`config.mk`:
```
export PLATFORM = sky130hd
export DESIGN_NAME = ps2_kbd_frontend
export DESIGN_NICKNAME = d
export VERILOG_FILES = /design/src/rtl/ps2_kbd_frontend.sv
export SDC_FILE = /design/constraint.sdc
export NUM_CORES = 1
export LEC_CHECK = 0
export BUFFER_PORTS_ARGS = -buffer_cell sky130_fd_sc_hd__buf_2
export CORE_UTILIZATION = 54
export DETAILED_ROUTE_END_ITERATION = 16
export PLACE_DENSITY = 0.83
export SETUP_SLACK_MARGIN = 0.2
export SLEW_MARGIN = 30
export SYNTH_ARGS = -nofsm -noshare
export SYNTH_HDL_FRONTEND = slang
export SYNTH_SLANG_ARGS = --single-unit
```
`constraint.sdc`:
```
create_clock -name clk -period 3.8 [get_ports clk]
set_input_delay 0.57 -clock clk [delete_from_list [all_inputs] [get_ports clk]]
set_output_delay 0.57 -clock clk [all_outputs]
set_load 0.02 [all_outputs]
```
`src/rtl/ps2_kbd_frontend.sv`:
```
// PS/2 keyboard receive front end.
// Deserialises device-to-host frames and queues valid scan codes in a small
// ring FIFO. The head entry is shown as a raw byte, as lowercase ASCII, and
// as seven-segment patterns for both.
module ps2_kbd_frontend #(
   parameter int FIFO_DEPTH = 8
) (
   input  logic        clk,
   input  logic        clrn,
   input  logic        ps2_clk,
   input  logic        ps2_data,
   input  logic        nextdata_n,
   output logic [7:0]  data,
   output logic        ready,
   output logic        overflow,
   output logic [7:0]  ascii,
   output logic [15:0] seg_data,
   output logic [15:0] seg_ascii
);

   localparam int PTR_W = (FIFO_DEPTH > 1) ? $clog2(FIFO_DEPTH) : 1;
   localparam logic [PTR_W-1:0] PTR_LAST = PTR_W'(FIFO_DEPTH - 1);

   logic [2:0]       ps2_clk_sync_reg;
   logic [3:0]       bit_cnt_reg;
   logic [9:0]       shift_reg;      // [0]=start, [8:1]=d0..d7, [9]=parity
   logic [PTR_W-1:0] w_ptr_reg;
   logic [PTR_W-1:0] r_ptr_reg;
   logic             overflow_reg;
   logic [7:0]       fifo_mem [FIFO_DEPTH];

   logic             ps2_fall;
   logic             frame_ok;
   logic             fifo_empty;
   logic             fifo_full;
   logic             pop;
   logic             push;
   logic             ovf_set;
   logic [PTR_W-1:0] w_ptr_next;
   logic [PTR_W-1:0] r_ptr_next;

   // Falling edge: the middle stage still high while the newest is low.
   assign ps2_fall = ps2_clk_sync_reg[1] & ~ps2_clk_sync_reg[0];

   // Eleventh edge closes the frame; ps2_data is the stop bit at this point.
   assign frame_ok = ps2_fall && (bit_cnt_reg == 4'd10) && !shift_reg[0]
                     && ps2_data && (^shift_reg[9:1]);

   assign w_ptr_next = (w_ptr_reg == PTR_LAST) ? '0 : w_ptr_reg + 1'b1;
   assign r_ptr_next = (r_ptr_reg == PTR_LAST) ? '0 : r_ptr_reg + 1'b1;
   assign fifo_empty = (w_ptr_reg == r_ptr_reg);
   assign fifo_full  = (w_ptr_next == r_ptr_reg);
   assign pop        = !fifo_empty && !nextdata_n;
   // A pop in the same cycle frees the slot, so a full FIFO can still accept.
   assign push       = frame_ok && (!fifo_full || pop);
   assign ovf_set    = frame_ok && fifo_full && !pop;

   // Three-flop synchroniser on the PS/2 clock; idles high.
   always_ff @(posedge clk or negedge clrn) begin
      if (!clrn) ps2_clk_sync_reg <= 3'b111;
      else       ps2_clk_sync_reg <= {ps2_clk_sync_reg[1:0], ps2_clk};
   end

   // Bit counter and shift register: collect bits, restart after bit 11.
   always_ff @(posedge clk or negedge clrn) begin
      if (!clrn) begin
         bit_cnt_reg <= 4'd0;
         shift_reg   <= 10'd0;
      end else if (ps2_fall) begin
         if (bit_cnt_reg == 4'd10) begin
            bit_cnt_reg <= 4'd0;
         end else begin
            shift_reg[bit_cnt_reg] <= ps2_data;
            bit_cnt_reg            <= bit_cnt_reg + 4'd1;
         end
      end
   end

   // FIFO storage; contents need no reset since the pointers define validity.
   always_ff @(posedge clk) begin
      if (push) fifo_mem[w_ptr_reg] <= shift_reg[8:1];
   end

   // FIFO pointers and the sticky overflow flag.
   always_ff @(posedge clk or negedge clrn) begin
      if (!clrn) begin
         w_ptr_reg    <= '0;
         r_ptr_reg    <= '0;
         overflow_reg <= 1'b0;
      end else begin
         if (push)    w_ptr_reg    <= w_ptr_next;
         if (pop)     r_ptr_reg    <= r_ptr_next;
         if (ovf_set) overflow_reg <= 1'b1;
      end
   end

   assign ready    = !fifo_empty;
   assign overflow = overflow_reg;
   assign data     = fifo_empty ? 8'h00 : fifo_mem[r_ptr_reg];

   // Set-2 scan code to lowercase ASCII; unmapped codes give zero.
   always_comb begin
      ascii = 8'h00;
      case (data)
         8'h1C: ascii = "a";  8'h32: ascii = "b";  8'h21: ascii = "c";
         8'h23: ascii = "d";  8'h24: ascii = "e";  8'h2B: ascii = "f";
         8'h34: ascii = "g";  8'h33: ascii = "h";  8'h43: ascii = "i";
         8'h3B: ascii = "j";  8'h42: ascii = "k";  8'h4B: ascii = "l";
         8'h3A: ascii = "m";  8'h31: ascii = "n";  8'h44: ascii = "o";
         8'h4D: ascii = "p";  8'h15: ascii = "q";  8'h2D: ascii = "r";
         8'h1B: ascii = "s";  8'h2C: ascii = "t";  8'h3C: ascii = "u";
         8'h2A: ascii = "v";  8'h1D: ascii = "w";  8'h22: ascii = "x";
         8'h35: ascii = "y";  8'h1A: ascii = "z";
         8'h45: ascii = "0";  8'h16: ascii = "1";  8'h1E: ascii = "2";
         8'h26: ascii = "3";  8'h25: ascii = "4";  8'h2E: ascii = "5";
         8'h36: ascii = "6";  8'h3D: ascii = "7";  8'h3E: ascii = "8";
         8'h46: ascii = "9";
         8'h29: ascii = 8'h20;
         default: ascii = 8'h00;
      endcase
   end

   // Active-low a..g then dp (always off).
   function automatic logic [7:0] seg7(input logic [3:0] nib);
      case (nib)
         4'h0: seg7 = 8'h03;  4'h1: seg7 = 8'h9F;  4'h2: seg7 = 8'h25;
         4'h3: seg7 = 8'h0D;  4'h4: seg7 = 8'h99;  4'h5: seg7 = 8'h49;
         4'h6: seg7 = 8'h41;  4'h7: seg7 = 8'h1F;  4'h8: seg7 = 8'h01;
         4'h9: seg7 = 8'h09;  4'hA: seg7 = 8'h11;  4'hB: seg7 = 8'hC1;
         4'hC: seg7 = 8'h63;  4'hD: seg7 = 8'h85;  4'hE: seg7 = 8'h61;
         default: seg7 = 8'h71;
      endcase
   endfunction

   logic [31:0] nib_src;
   logic [31:0] seg_all;
   assign nib_src = {ascii, data};

   // One decoder per nibble: low two for data, high two for ascii.
   generate
      for (genvar gi = 0; gi < 4; gi++) begin : g_seg
         assign seg_all[gi*8 +: 8] = seg7(nib_src[gi*4 +: 4]);
      end
   endgenerate

   assign seg_data  = seg_all[15:0];
   assign seg_ascii = seg_all[31:16];

endmodule

```
=== Word level (Yosys, flattened, before mapping) ===
Memories as Yosys holds them, arrays and structs flattened.
Cells that the tools add are included.

* Bits in read-only memories: 1,344
* Word-level logic and storage cells: 52
* Flip-flop bits (word level): 23
* RAM bits: 64
* Bits of input ports: 5
* Memories: 6

* Add/subtract/negate cells: 3
* Bitwise operators: 3
* Reduce and logical (&&, ||, !) cells: 17
* $lt $le $gt $ge: 2
* Equal/unequal tests: 5
* Muxes and demuxes: 10

{| class="wikitable"
|+ Memories
! name !! depth !! width !! rd ports !! clocked after Yosys merged registers in !! wr ports !! RTL line !! text
|-
| (name not given) || 128 || 7 || 1 || 0 || 0 || 104 || <nowiki>case (data)</nowiki>
|-
| (name not given) || 16 || 7 || 1 || 0 || 0 || 125 || <nowiki>case (nib)</nowiki>
|-
| (name not given) || 16 || 7 || 1 || 0 || 0 || 125 ||
|-
| (name not given) || 16 || 7 || 1 || 0 || 0 || 125 ||
|-
| (name not given) || 16 || 7 || 1 || 0 || 0 || 125 ||
|-
| fifo_mem || 8 || 8 || 1 || 0 || 1 || 30 || <nowiki>logic [7:0] fifo_mem [FIFO_DEPTH];</nowiki>
|}

{| class="wikitable"
|+ Operators with widths
! kind !! count
|-
| $mux 8 || 2
|-
| $bwmux 10 || 1
|-
| $logic_and 1x1->1 || 9
|-
| $reduce_xor 9->1 || 1
|-
| $add 3x1->3 const B || 2
|-
| $eq 3x3->1 || 2
|-
| $eq 3x3->1 const B || 2
|-
| $mux 3 || 2
|-
| $logic_not 1->1 || 5
|-
| $lt 4x5->1 const B || 1
|-
| $add 4x1->4 const B || 1
|-
| $demux 1 s4 || 1
|-
| $eq 4x4->1 const B || 1
|-
| $ge 4x1->1 const B || 1
|-
| $mux 4 || 1
|-
| $mux 1 || 3
|-
| $not 1->1 || 2
|-
| $reduce_and 2->1 || 1
|-
| $and 1x1->1 || 1
|-
| $logic_or 1x1->1 || 1
|}

=== Depth between registers and ports, before layout ===
* Word-level depth: 9
* Gate-level depth with buffers: 19
* Mapped depth without buffers: 16

=== Worst setup path before layout ===
Ideal clock, no wire load.

* Path kind: reg-to-output
* From: reg r_ptr_reg[1]
* To: out seg_ascii[2]
* Required time: 3.230 ns
* Slack: -0.523 ns
* Data arrival time: 3.753 ns
* Cell stages (with the launch flop): 17
* Cell sequence: dfrtp_1 -> buf_6 -> buf_6 -> buf_6 -> mux2i_1 -> a22oi_1 -> nand3_2 -> inv_2 -> buf_4 -> ha_1 -> a211oi_1 -> a2111o_1 -> o211ai_1 -> and2_1 -> inv_1 -> ha_1 -> o311ai_1

* Word-level cells in the longest chain between the ends: 5

{| class="wikitable"
|+ Ends and longest elaborated chain
! item !! RTL line !! text
|-
| start, declared || 28 || <nowiki>logic [PTR_W-1:0] r_ptr_reg;</nowiki>
|-
| start signal, assigned || 92 || <nowiki>if (pop) r_ptr_reg <= r_ptr_next;</nowiki>
|-
| $mem_v2 8x8 or $eq 3x3->1 (tied branches) || n/a ||
|-
| $mux 8 * || 99 || <nowiki>assign data = fifo_empty ? 8'h00 : fifo_mem[r_ptr_reg];</nowiki>
|-
| net data[1] || 13 || <nowiki>output logic [7:0] data,</nowiki>
|-
| $mem_v2 128x7 * || n/a ||
|-
| $mux 8 * || 104 ||
|-
| net ascii[1] || 16 || <nowiki>output logic [7:0] ascii,</nowiki>
|-
| $mem_v2 16x7 * || n/a ||
|-
| end, declared || 18 || <nowiki>output logic [15:0] seg_ascii</nowiki>
|}

The timed path passes the listed nets; every way through them passes the cells marked *.

=== Worst setup path in the final report ===
* From: reg r_ptr_reg[1]
* To: out seg_ascii[7]

* Word-level cells in the longest chain between the ends: 5

{| class="wikitable"
|+ Ends and longest elaborated chain
! item !! RTL line
|-
| $mem_v2 8x8 or $eq 3x3->1 (tied branches) || n/a
|-
| $mux 8 * || 99
|-
| $mem_v2 128x7 || n/a
|-
| $mux 8 * || 104
|-
| $mem_v2 16x7 * || n/a
|}

Mark *: on every way between the ends. The rest lies on a longest branch, timed or not.

==> impl_metrics.env <==
export IMPL_cts_num_sinks=87
export IMPL_yosys_top_cells_count="edfxtp_1 (64), mux2i_1 (37), nand2_1 (37)"
export IMPL_fill_cells=537
export IMPL_start_util_pct=56.0
export IMPL_dr_pass1_iters=5
export IMPL_post_route_util_pct=79.7
export IMPL_yosysTopAreaCell="edfxtp_1"
export IMPL_crit_path_end_kind="output pin"
export IMPL_worstPathCellList="buf_6 -> mux4_2 -> mux2i_2 -> nand2b_4 -> clkinv_4 -> ha_4 -> buf_4 -> o311ai_1 -> o211ai_1 -> buf_4 -> and2_4 -> ha_4 -> or3_4 -> o221a_4 -> buf_6"
export IMPL_die_h_um=103
export IMPL_max_freq_mhz=227
export IMPL_cts_tree="done"
export IMPL_violations="setup timing"
export IMPL_ys_seq_area_share_pct=45.4
export IMPL_numCtsBuffers=9
export IMPL_ys_async_sr_fraction_pct=26.4
export IMPL_drive_gt1_share_pct=50.2
export IMPL_drt_iter0_markers=266
export IMPL_path_class="reg2out"
export IMPL_cpMaxStageDelayCell="mux4_2"
export IMPL_ant_nets=0
export IMPL_outcome="complete, but fails checks"
export IMPL_antenna_cells=0
export IMPL_synth_area_leaders="edfxtp_1 (35%), dfrtp_1 (9.6%), mux2i_1 (6.7%)"
export IMPL_r2r_start="r_ptr_reg[1]$_DFFE_PN0P_"
export IMPL_synthesis_area_sq_mm=0.00550
export IMPL_htree_levels=3
export IMPL_clk_pin_slew_ns=0.09
export IMPL_slew_viol_final=0
export IMPL_fin_ws_ns=-0.605
export IMPL_arrival_ns=3.84
export IMPL_antenna_found_initial=0
export IMPL_ios=55
export IMPL_clk_insertion_delay_late_ns=0.35
export IMPL_synthCells=489
export IMPL_slew_headroom_pct=50.7
export IMPL_setup_viol=20
export IMPL_ys_ff_latch=87
export IMPL_cts_path_max_buffers=2
export IMPL_cpPeakStageDelay_ns=0.49
export IMPL_cp_startpoint="r_ptr_reg[1]$_DFFE_PN0P_"
export IMPL_synth_edff_count=64
export IMPL_portBuffers=49
export IMPL_gp_congestion=0.985
export IMPL_critPathLaunchType="flop"
export IMPL_cts_root_buf="clkbuf_8"
export IMPL_cpLargestDelayFamily="simple AND/OR/NAND/NOR gates"
export IMPL_grt_pass1_wl_um=23400
export IMPL_routedWlPerCell_um=20.2
export IMPL_design_core_area_sq_mm=0.00982
export IMPL_dp_hpwl_um=9890
export IMPL_setup_tns_ns=-6.43
export IMPL_yosysWarnings=0
export IMPL_layout_min_cycle_time_ns=4.41
export IMPL_final_hold_viol_count=0
export IMPL_syn_avg_cell_area_sq_um=11.3
export IMPL_grt_pass1_vias=4616
export IMPL_die_w_um=103
export IMPL_synth_ff_type="edfxtp_1"
export IMPL_crit_fanout=10
export IMPL_finClkSkew_ns=0.00919
export IMPL_grt_max_degree=24
export IMPL_drv_cap=0
export IMPL_synth_top_area_share_pct=34.9
export IMPL_rsz0062_at_grt="yes"
export IMPL_grt_usage_pct=29.8
export IMPL_largest_reg_flops=64
export IMPL_die_area_sq_mm=0.0106
export IMPL_synthDistinctLibCells=70
export IMPL_hold_buffers=0
export IMPL_area_growth_pct=42.2
export IMPL_synth_most_common_cell="edfxtp_1"
export IMPL_timing_final_crit_share_pct=116
export IMPL_worstMarginPinSlew_ns=0.734
export IMPL_routed_wl_um=16100
export IMPL_via_per_inst=6.03
export IMPL_worst_ep_required_time_ns=3.23
export IMPL_vias=4785
export IMPL_drc_errors=0
export IMPL_grt_ovfl_total=0
export IMPL_fin_nets=690
export IMPL_hold_path_class="in2async"
export IMPL_rows=36
export IMPL_path_buf_inv=5
[logic make-up (layout without fill, tap and decap cells)]
logic type | after synthesis | in the layout | share of synthesized area, %
flip-flops | 87 | 87 | 45.4
multiplexers | 63 | 63 | 13.3
buffers and inverters | 55 | 223 | 5.82
AO/OA/AOI/OAI | 102 | 103 | 13.5
XOR/XNOR | 16 | 16 | 2.68
AND/OR/NAND/NOR | 135 | 135 | 12.6
adder cells (fa/ha/maj) | 29 | 29 | 6.60
other | 2 | 5 | 0.137
[cell usage in the layout, fill, tap and decap left out, drive strengths merged, types with 3 or more instances in the layout]
cell type and instances:
o21ai 15, a21oi 13, ha 29, a22oi 12
a211o 3, buf 189, o211ai 5, clkbuf 11
mux2i 37, nand3 16, nor2 30, o311ai 3
nand2 38, nor2b 9, edfxtp 64, xor2 7
inv 20, mux4 4, xnor2 9, nor3 17
nand2b 6, a211oi 7, a22o 6, and2 4
conb 5, a21boi 3, a21o 3, nor3b 5
o22ai 9, mux2 22, nor4 3, dfrtp 21
[layout make-up]
class	count	area [sq um]	share of cell area, %
multi-input cells	351	3270	41.8
flip-flops and latches	87	2500	32.0
repair buffers	189	1570	20.1
clock buffers	11	174	2.22
well taps	133	166	2.13
inverters	18	104	1.33
clock inverters	5	32.5	0.416
[per-stage QoR]
stage / hold slack (ns) / cell area, sq um / setup WS (ns) / std cells
after floorplan: 0.274 / 5780 / -0.0808 / 492
after global placement: 0.364 / 6680 / -0.165 / 739
after detailed placement: 0.366 / 6680 / -0.246 / 739
after CTS: 0.185 / 7500 / -0.377 / 780
after global routing: 0.214 / 7820 / -0.654 / 794
final: 0.184 / 7820 / -0.605 / 794
[final timing paths]
path	depth (start not counted)	endpoint	slack, ns
min reg2reg	0	ps2_clk_sync_reg[1]$_DFF_PN1_	0.38
max in group asynchronous	1	r_ptr_reg[2]$_DFFE_PN0P_	3.23
max reg2reg	11	fifo_mem[3][1]$_DFFE_PP_	0.57
max	15	seg_ascii[7]	-0.61
min	1	shift_reg[0]$_DFFE_PN0P_	0.18
min in group clk	1	ps2_clk_sync_reg[0]$_DFF_PN1_	0.31
[repair_timing]
item,in CTS,in global routing
pin swaps,24,23
cloned,1,0
setup endpoints to repair,22,23
gates resized for setup,112,41
setup buffers,24,14
[routing by layer]
layer / vias up / GRT usage [%] / part of all wire (%)
met5: - / 0 / 0
met4: 0 / 17.4 / 5.1
met3: 76 / 4.54 / 5.9
met2: 274 / 52.9 / 51
met1: 2282 / 34.3 / 38
li1: 2153 / - / -
Power is not shown: default switching activity piles up to over one toggle a cycle in this logic, so the estimate is an artifact.
